**src/rtl/fetch_unit.sv**
```systemverilog
// Instruction-fetch sequencer: IDLE -> FETCH (waits out imem stalls) -> EXEC, HALT on finish/fault.
// Optional wait-state timeout is built only when FETCH_TIMEOUT_EN is defined.
module fetch_unit #(
  parameter int unsigned TIMEOUT_CYCLES = 255
) (
  input  logic        clk,
  input  logic        reset,
  input  logic [31:0] pc_addr,
  input  logic        finish,
  output logic [31:0] imem_address,
  output logic        imem_read,
  input  logic        imem_waitrequest,
  input  logic [31:0] imem_readdata,
  output logic [31:0] instruction_word,
  output logic        state,
  output logic        active,
  output logic        fault
);

  typedef enum logic [1:0] {
    S_IDLE,
    S_FETCH,
    S_EXEC,
    S_HALT
  } state_e;

  state_e      st_q, st_d;
  logic [31:0] iword_q, iword_d;
  logic        fault_q, fault_d;
  logic        aligned;
  logic        rd_req;
  logic        timeout;

  if (TIMEOUT_CYCLES < 1) begin : g_bad_timeout
    $error("fetch_unit: TIMEOUT_CYCLES must be at least 1");
  end

  assign aligned = (pc_addr[1:0] == 2'b00);
  assign rd_req  = (st_q == S_FETCH) && !finish && aligned;

`ifdef FETCH_TIMEOUT_EN
  localparam int unsigned CntRaw = $clog2(TIMEOUT_CYCLES + 1);
  localparam int unsigned CntW   = (CntRaw < 8) ? 8 : ((CntRaw > 32) ? 32 : CntRaw);

  logic [CntW-1:0] cnt_q, cnt_d;

  // Counter sits at zero outside stalled FETCH cycles, so it is clear on every FETCH entry.
  always_comb begin
    cnt_d = '0;
    if (rd_req && imem_waitrequest) cnt_d = cnt_q + 1'b1;
  end

  assign timeout = rd_req && imem_waitrequest && (cnt_q == CntW'(TIMEOUT_CYCLES - 1));

  always_ff @(posedge clk) begin
    if (reset) cnt_q <= '0;
    else       cnt_q <= cnt_d;
  end
`else
  assign timeout = 1'b0;
`endif

  always_comb begin
    st_d    = st_q;
    iword_d = iword_q;
    fault_d = fault_q;
    case (st_q)
      S_IDLE:  st_d = S_FETCH;
      S_FETCH: begin
        if (finish) begin
          st_d = S_HALT;
        end else if (!aligned || timeout) begin
          fault_d = 1'b1;
          st_d    = S_HALT;
        end else if (!imem_waitrequest) begin
          iword_d = imem_readdata;
          st_d    = S_EXEC;
        end
      end
      S_EXEC:  st_d = S_FETCH;
      S_HALT:  st_d = S_HALT;
      default: st_d = S_IDLE;
    endcase
  end

  always_ff @(posedge clk) begin
    if (reset) begin
      st_q    <= S_IDLE;
      iword_q <= '0;
      fault_q <= 1'b0;
    end else begin
      st_q    <= st_d;
      iword_q <= iword_d;
      fault_q <= fault_d;
    end
  end

  assign imem_address     = pc_addr;
  assign imem_read        = rd_req;
  assign instruction_word = iword_q;
  assign state            = (st_q == S_EXEC);
  assign active           = (st_q == S_FETCH) || (st_q == S_EXEC);
  assign fault            = fault_q;

endmodule

```
**config.mk**
```make
export PLATFORM = sky130hd
export DESIGN_NAME = fetch_unit
export DESIGN_NICKNAME = d
export VERILOG_FILES = /design/src/rtl/fetch_unit.sv
export SDC_FILE = /design/constraint.sdc
export NUM_CORES = 1
export LEC_CHECK = 0
export BUFFER_PORTS_ARGS = -buffer_cell sky130_fd_sc_hd__clkbuf_2
export CELL_PAD_IN_SITES_DETAIL_PLACEMENT = 1
export CELL_PAD_IN_SITES_GLOBAL_PLACEMENT = 2
export CORE_MARGIN = 1.5
export CORE_UTILIZATION = 20
export CTS_BUF_LIST = sky130_fd_sc_hd__clkbuf_8 sky130_fd_sc_hd__clkbuf_16
export DETAILED_ROUTE_END_ITERATION = 12
export GPL_TIMING_DRIVEN = 0
export HOLD_SLACK_MARGIN = 0.1
export PLACE_DENSITY_LB_ADDON = 0.1
export SETUP_SLACK_MARGIN = 0.1
export SKIP_CTS_REPAIR_TIMING = 1
export SYNTH_ARGS = -nofsm -noshare
export SYNTH_HDL_FRONTEND = slang
export SYNTH_SLANG_ARGS = --single-unit
```
**constraint.sdc**
```tcl
create_clock -name clk -period 1.52 [get_ports clk]
set_clock_uncertainty 0.05 [all_clocks]
set_input_delay 0.076 -clock clk [delete_from_list [all_inputs] [get_ports clk]]
set_output_delay 0.076 -clock clk [all_outputs]
set_load 0.05 [all_outputs]
```
# Yosys cells after proc, flatten, opt, wreduce, memory -nomap -nowiden
# Cells that the tools add are included.
[totals]
ff_bits = 35
output_inout_bits = 68
[classes]
n_mux = 4
eq_ne = 4
n_reduce_logical = 9
n_bitwise = 3
[ops]
columns = ["operator", "n"]
rows = [
  ["2-to-1 mux 2 bit", 3],
  ["one-hot mux 2 bit (3 select lines)", 1],
  ["== test 2 bit (second input constant)", 2],
  ["logical NOT 2 bit", 2],
  ["!= test 4 bit (second input constant)", 1],
  ["AND reduction 4 bit", 1],
  ["NOT 1 bit", 3],
  ["AND reduction 3 bit", 1],
  ["== test 2 x 1 -> 1 bit (second input constant)", 1],
  ["logical AND 1 bit", 2],
  ["OR reduction 2 bit", 1],
  ["logical NOT 1 bit", 1],
  ["logical OR 1 bit", 1],
]

# Logic depth before layout (Yosys ltp)
# Gate-level depths: netlist of run 1.
[depth]
depth_word = 4
mapped_depth = 7

# Least setup slack after synthesis of run 1
# No wires, ideal clock.
[synth_path]
path_type = "flip-flop to flip-flop"
start = "register st_q[1]"
end = "register iword_q[0], in the netlist instruction_word[0]"
setup_slack_ps = -475
stages_incl_launch_ff = 8
t_arrival_ps = 1873
required_time_ps = 1398
synth_period_minus_slack_ps = 1995
path_cell_list = "dfxtp_1 -> inv_1 -> ha_1 -> nor4b_4 -> and2b_1 -> buf_6 -> buf_12 -> mux2i_1"
[synth_via]
elab_chain_len = 2
[synth_lines]
columns = ["item", "line", "source"]
rows = [
  ["start, declared", "27", "state_e st_q, st_d;"],
  ["start signal, assigned", "92", "st_q <= st_d;"],
  ["== test 2 x 1 -> 1 bit", "67", "case (st_q)"],
  ["AND reduction 4 bit (no line)", "--", ""],
  ["end signal, assigned", "93", "iword_q <= iword_d;"],
  ["end, declared", "28", "logic [31:0] iword_q, iword_d;"],
]
# No other way between the ends.
# A chain may end at the register's enable or synchronous reset.

# Worst setup path in the final report of run 1
[layout_path]
start = "register st_q[1]"
end = "register iword_q[15], in the netlist instruction_word[15]"
# The elaborated chain is that of the path after synthesis.

==> flow_summary_export.csv, run 1 <==
group,metric,value,unit
synthesis,yosys.area_share.simple,0.231,
layout,multi_input_area,882,sq um
routing,wirelength,5.80,mm
routing,vias,1781,
floorplan,rows,35,
synthesis,yosys.area_share.adder,0.0262,
grt,use_met1,0.127,
clock_tree,root_buffer,"clkbuf_8",
timing,setup_viol,33,
synthesis,ys_types,17,
routing,ant_nets,0,
job,max_cap_violations,0,
timing,max_slew_margin,0.698,
clock_tree,numCtsBuffers,5,
worst_setup_path,crit_fanout,10,
layout,nets,416,
layout,syn2layout_area_growth,65.4,%
worst_setup_path,r2r_end,"instruction_word[15]",
pwr,ir_drop,0.000235,V
worst_setup_path,end_kind,"flip-flop",
clock_tree,clkLatencyLatePin,280,ps
floorplan,initial_core_util,0.207,
timing,slew_viol_final,0,
grt,grt_pass1_wl,8.25,mm
timing,worstMarginPinSlew,453,ps
clock_tree,clkSinkCount,35,
routing,avgViaCountPerCell,3.76,
worst_setup_path,start_kind,"flip-flop",
synthesis,syn_nets,264,
synthesis,synth_seq_cells,35,
worst_setup_path,rr_startpoint,"st_q[1]",
grt,grt_pass1_vias,1692,
synthesis,synthCells,192,
layout,final_cell_mix,"clkbuf_2 (102), nand2b_1 (64), buf_4 (38)",
grt,grt_busiest_layer,"met2",
synthesis,synthXorXnorAreaFrac,0,
min_path,min_path_cells,4,
floorplan,ios,136,
synthesis,synth_compound_area_frac,0.0210,
routing,dr.pass1.iters,3,
worst_setup_path,worstPathRequired,1680,ps
layout,fillCellCount,1087,
pwr,pwr_density_cell,712,nW/um^2
synthesis,synth_top_area_share,0.367,
synthesis,synth_top_family_by_area,"simple AND/OR/NAND/NOR gates",
grt,antenna_found_initial,0,
floorplan,core,9240,sq um
pwr,p_leak,1.43,nW
layout,register_area,708,sq um
routing,drc_errors,0,
worst_setup_path,arrival,1780,ps
timing,hold_violations,0,
worst_setup_path,criticalPathCategory,"reg -> reg",
placement,place_congestion,0.709,
routing,routedWlPerCell,12.2,um
timing,fin_crit,1610,ps
clock_tree,clk_pin_slew_worst_paths,80,ps
min_path,hp-class,"in -> reg",
timing,layout_worst_path_cycle_share,1.06,
placement,dpl_cell_area,2610,sq um
floorplan,die_area,10100,sq um
floorplan,fp.dieW,101,um
grt,grt_overflow,0,
layout,fin_area,3160,sq um
worst_setup_path,ff2ff_path_depth,7,
timing,whs,79.0,ps
layout,diodes,0,
synthesis,yosysTopAreaCell,"dfxtp_1",
routing,initialDrtViolationCount,15,
grt,grt_max_degree,12,
floorplan,fp.dieH,101,um
timing,fmax,620,MHz
synthesis,yosysSeqAreaShare,0.367,
worst_setup_path,r2r_slack,-90,ps
min_path,hp-start,"finish",
status,failed_checks,"negative setup slack",
status,status,"finished with violations",
synthesis,synth.area.top_cells,"dfxtp_1 (37%), nand2b_1 (21%), mux2i_1 (17%)",
placement,place_ws,-150,ps
synthesis,syn_area_per_cell,9.94,sq um
timing,rsz0062_at_grt,"yes",
synthesis,muxShareOfSynthArea,0.168,
grt,use_met2,0.176,
clock_tree,cts_tree,"done",
grt,grt_usage,0.104,
clock_tree,max-clock-path-buffers,2,
synthesis,yosysWarnings,0,
pwr,totalPowerFinal,0.00225,W
synthesis,synth_area,1910,sq um
layout,drive_gt1_frac,0.470,
placement,io_buffers,104,
layout,final_common_cell,"clkbuf_2",
min_path,hold_path_end,"fault",
timing,fin_ws,-93.5,ps
clock_tree,htree_num_levels,2,
placement,hpwl,4.13,mm
grt,met3_usage,0.0319,
==> worst max path at each step <==
stage / from / endpoint / slack, ps / cells after the start
CTS: st_q[1] / instruction_word[8] / -160 / 7
floorplan: st_q[1] / instruction_word[0] / -430 / 7
global placement: st_q[1] / instruction_word[8] / -150 / 7
detailed placement: st_q[1] / instruction_word[8] / -150 / 7
global route: st_q[1] / instruction_word[3] / -200 / 7
finish: st_q[1] / instruction_word[15] / -90 / 7
==> cells in the mapped netlist <==
library cell  instances
nand2b_1             64
dfxtp_1              35
buf_4                32
mux2i_1              32
clkbuf_1              7
inv_1                 5
ha_1                  4
buf_12                3
a311oi_1              2
a2111oi_0             1
a211oi_1              1
a31oi_1               1
and2b_1               1
buf_6                 1
nor2_1                1
nor4b_4               1
or2_1                 1
==> final cells by class <==
| cell class | instances | share of cell area |
|---|---|---|
| repair buffers | 145 | 0.305 |
| multi-input cells | 109 | 0.279 |
| flip-flops and latches | 35 | 0.224 |
| plain buffers | 43 | 0.107 |
| well taps | 129 | 0.0511 |
| clock buffers | 5 | 0.0218 |
| inverters | 5 | 0.00674 |
| clock inverters | 3 | 0.00515 |
==> power breakdown <==
| part | internal [W] | switching, W |
|---|---|---|
| Sequential | 0.000931 | 0.0000120 |
| Combinational | 0.000267 | 0.000357 |
| Clock | 0.000314 | 0.000366 |
| Total | 0.00151 | 0.000735 |
==> worst max-delay path, stage by stage (launching register included) <==
cell     delay (ps)
dfxtp_4         360
inv_4            70
ha_4            120
nor4b_4         260
and2b_1         190
buf_6           160
buf_12          160
mux2i_1         180
==> state kept, by name, summed over array words and instances, names as in the netlist <==
signal	cells
st_q	2
fault	1
instruction_word	32
==> through the flow <==
stage	utilization	setup TNS, ps	std cells
after floorplan	-	-13750	192
after global placement	0.282	-3800	425
after detailed placement	0.282	-4130	425
after CTS	0.291	-4380	433
after global routing	0.342	-5520	474
final	0.342	-2300	474
==> cells by family after synthesis <==
logic type / after synthesis
compound gates: 5
flops: 35
mux: 32
fa+ha+maj: 4
simple gates: 68
buf+inv: 48
==> per-layer routing <==
metal | wire length [um] | vias to the layer above
met5 | 0 | -
met4 | 47 | 0
met3 | 376 | 7
met2 | 2820 | 79
met1 | 2560 | 809
li1 | - | 886
(Power assumes the default switching activity.)
==> inputs of run 2 (changes only) <==
clock period = 1.4 ns   (was 1.52 ns; I/O delays follow)
==> run 2 against run 1 <==
Compared with the run above:
- the run still ends with negative setup slack left
- critical path depth unchanged
- count of clock-buffer cells in the layout is the same
- sequential power increased by 8%
- final area about the same
- worst hold slack got worse by 7.9 ps
- clock power increased by 8.5%
- maximum frequency up 0.15%
- die area unchanged
- flip-flop and latch count stayed put
- utilization hardly changed
- non-clock buffer count unchanged
==> flow_summary_export.csv, run 2 (synthesis gave the netlist of run 1 again) <==
group,metric,value,unit
min_path,hold_path_end,"fault",
job,max_cap_violations,0,
worst_setup_path,r2r_end,"instruction_word[15]",
worst_setup_path,rr_startpoint,"st_q[1]",
worst_setup_path,ff2ff_path_depth,7,
routing,dr.pass1.iters,3,
layout,utilization,0.342,
grt,grt_usage,0.104,
timing,setup_viol,33,
routing,routedWlPerCell,12.3,um
layout,final_cell_mix,"clkbuf_2 (101), nand2b_1 (64), buf_4 (38)",
floorplan,fp.dieH,101,um
clock_tree,root_buffer,"clkbuf_8",
clock_tree,htree_num_levels,2,
placement,io_buffers,104,
worst_setup_path,arrival,1780,ps
worst_setup_path,worstPathRequired,1560,ps
grt,antenna_found_initial,0,
timing,fmax,621,MHz
pwr,p_leak,1.43,nW
timing,hold_violations,0,
pwr,pwr_density_cell,772,nW/um^2
clock_tree,cts_tree,"done",
floorplan,die_area,10100,sq um
layout,stdcell_count,474,
layout,syn2layout_area_growth,65.5,%
min_path,hp-class,"in -> reg",
routing,ant_nets,0,
grt,grt_pass1_wl,8.25,mm
layout,largest_reg_flops,32,
worst_setup_path,start_kind,"flip-flop",
placement,hpwl,4.13,mm
worst_setup_path,r2r_slack,-210,ps
worst_setup_path,end_kind,"flip-flop",
grt,grt_overflow,0,
clock_tree,max-clock-path-buffers,2,
timing,slew_viol_final,0,
min_path,hp-start,"finish",
floorplan,ios,136,
routing,drc_errors,0,
clock_tree,numCtsBuffers,5,
floorplan,initial_core_util,0.207,
worst_setup_path,crit_fanout,10,
clock_tree,clkLatencyLatePin,280,ps
layout,fin_area,3160,sq um
placement,place_congestion,0.709,
grt,grt_max_degree,12,
grt,grt_pass1_vias,1692,
routing,avgViaCountPerCell,3.75,
layout,drive_gt1_frac,0.470,
routing,initialDrtViolationCount,15,
placement,dpl.cell_count,425,
layout,nets,416,
pwr,ir_drop,0.000261,V
timing,fin_ws,-211,ps
layout,diodes,0,
layout,final_common_cell,"clkbuf_2",
timing,layout_worst_path_cycle_share,1.15,
floorplan,rows,35,
min_path,min_path_cells,4,
floorplan,core,9240,sq um
routing,vias,1777,
timing,worstMarginPinSlew,436,ps
timing,setup_tns,-6170,ps
routing,wirelength,5.81,mm
worst_setup_path,criticalPathCategory,"reg -> reg",
timing,rsz0062_at_grt,"yes",
timing,max_slew_margin,0.710,
status,failed_checks,"negative setup slack",
placement,dpl_cell_area,2610,sq um
clock_tree,clkSinkCount,35,
clock_tree,clk_pin_slew_worst_paths,80,ps
status,status,"finished with violations",
timing,fin_crit,1610,ps
floorplan,fp.dieW,101,um
[run 2: cell count changes in the layout (fill, tap and decap cells not counted)]
cell,before,now
clkbuf_2,102,101
clkbuf_4,0,1
[run 2: routing by layer]
metal	GRT usage	wire, um	part of all wire	vias up
li1	-	-	-	884
met1	0.127	2560	0.44	807
met2	0.176	2810	0.48	79
met3	0.0319	389	0.067	7
met4	0.0293	53	0.0091	0
met5	0	0	0	-
[run 2: critical path: stages, from the launching register on]
cell	delay, ps
dfxtp_4	360
inv_4	70
ha_4	120
nor4b_4	260
and2b_1	190
buf_6	160
buf_12	160
mux2i_1	180
[run 2: power by group]
group / leakage (nW) / internal, W / total (W) / switching [W]
logic: 1.10 / 0.000290 / 0.000678 / 0.000387
clock network: 0.0453 / 0.000341 / 0.000738 / 0.000397
registers: 0.284 / 0.00101 / 0.00102 / 0.0000131
total: 1.43 / 0.00164 / 0.00244 / 0.000797
[run 2: cell type report]
type	count	area (sq um)
repair buffers	145	965
multi-input cells	109	882
fillers	1086	6080
clock buffers	5	68.8
flip-flops and latches	35	708
clock inverters	3	16.3
well taps	129	161
plain buffers	43	338
inverters	5	21.3
[run 2: worst max path at each step]
stage / start / end / slack [ps] / depth (start not counted)
CTS: st_q[1] / instruction_word[8] / -280 / 7
floorplan: st_q[1] / instruction_word[0] / -550 / 7
global placement: st_q[1] / instruction_word[8] / -270 / 7
finish: st_q[1] / instruction_word[15] / -210 / 7
global route: st_q[1] / instruction_word[3] / -320 / 7
detailed placement: st_q[1] / instruction_word[8] / -270 / 7
[run 2: stage by stage]
| step | setup slack (ps) | total power [W] | hold WS, ps |
|---|---|---|---|
| after floorplan | -551 | 0.00148 | 134 |
| after global placement | -272 | 0.00163 | 274 |
| after detailed placement | -270 | 0.00163 | 278 |
| after CTS | -282 | 0.00239 | -48.8 |
| after global routing | -322 | 0.00256 | 144 |
| final | -211 | 0.00244 | 71.1 |
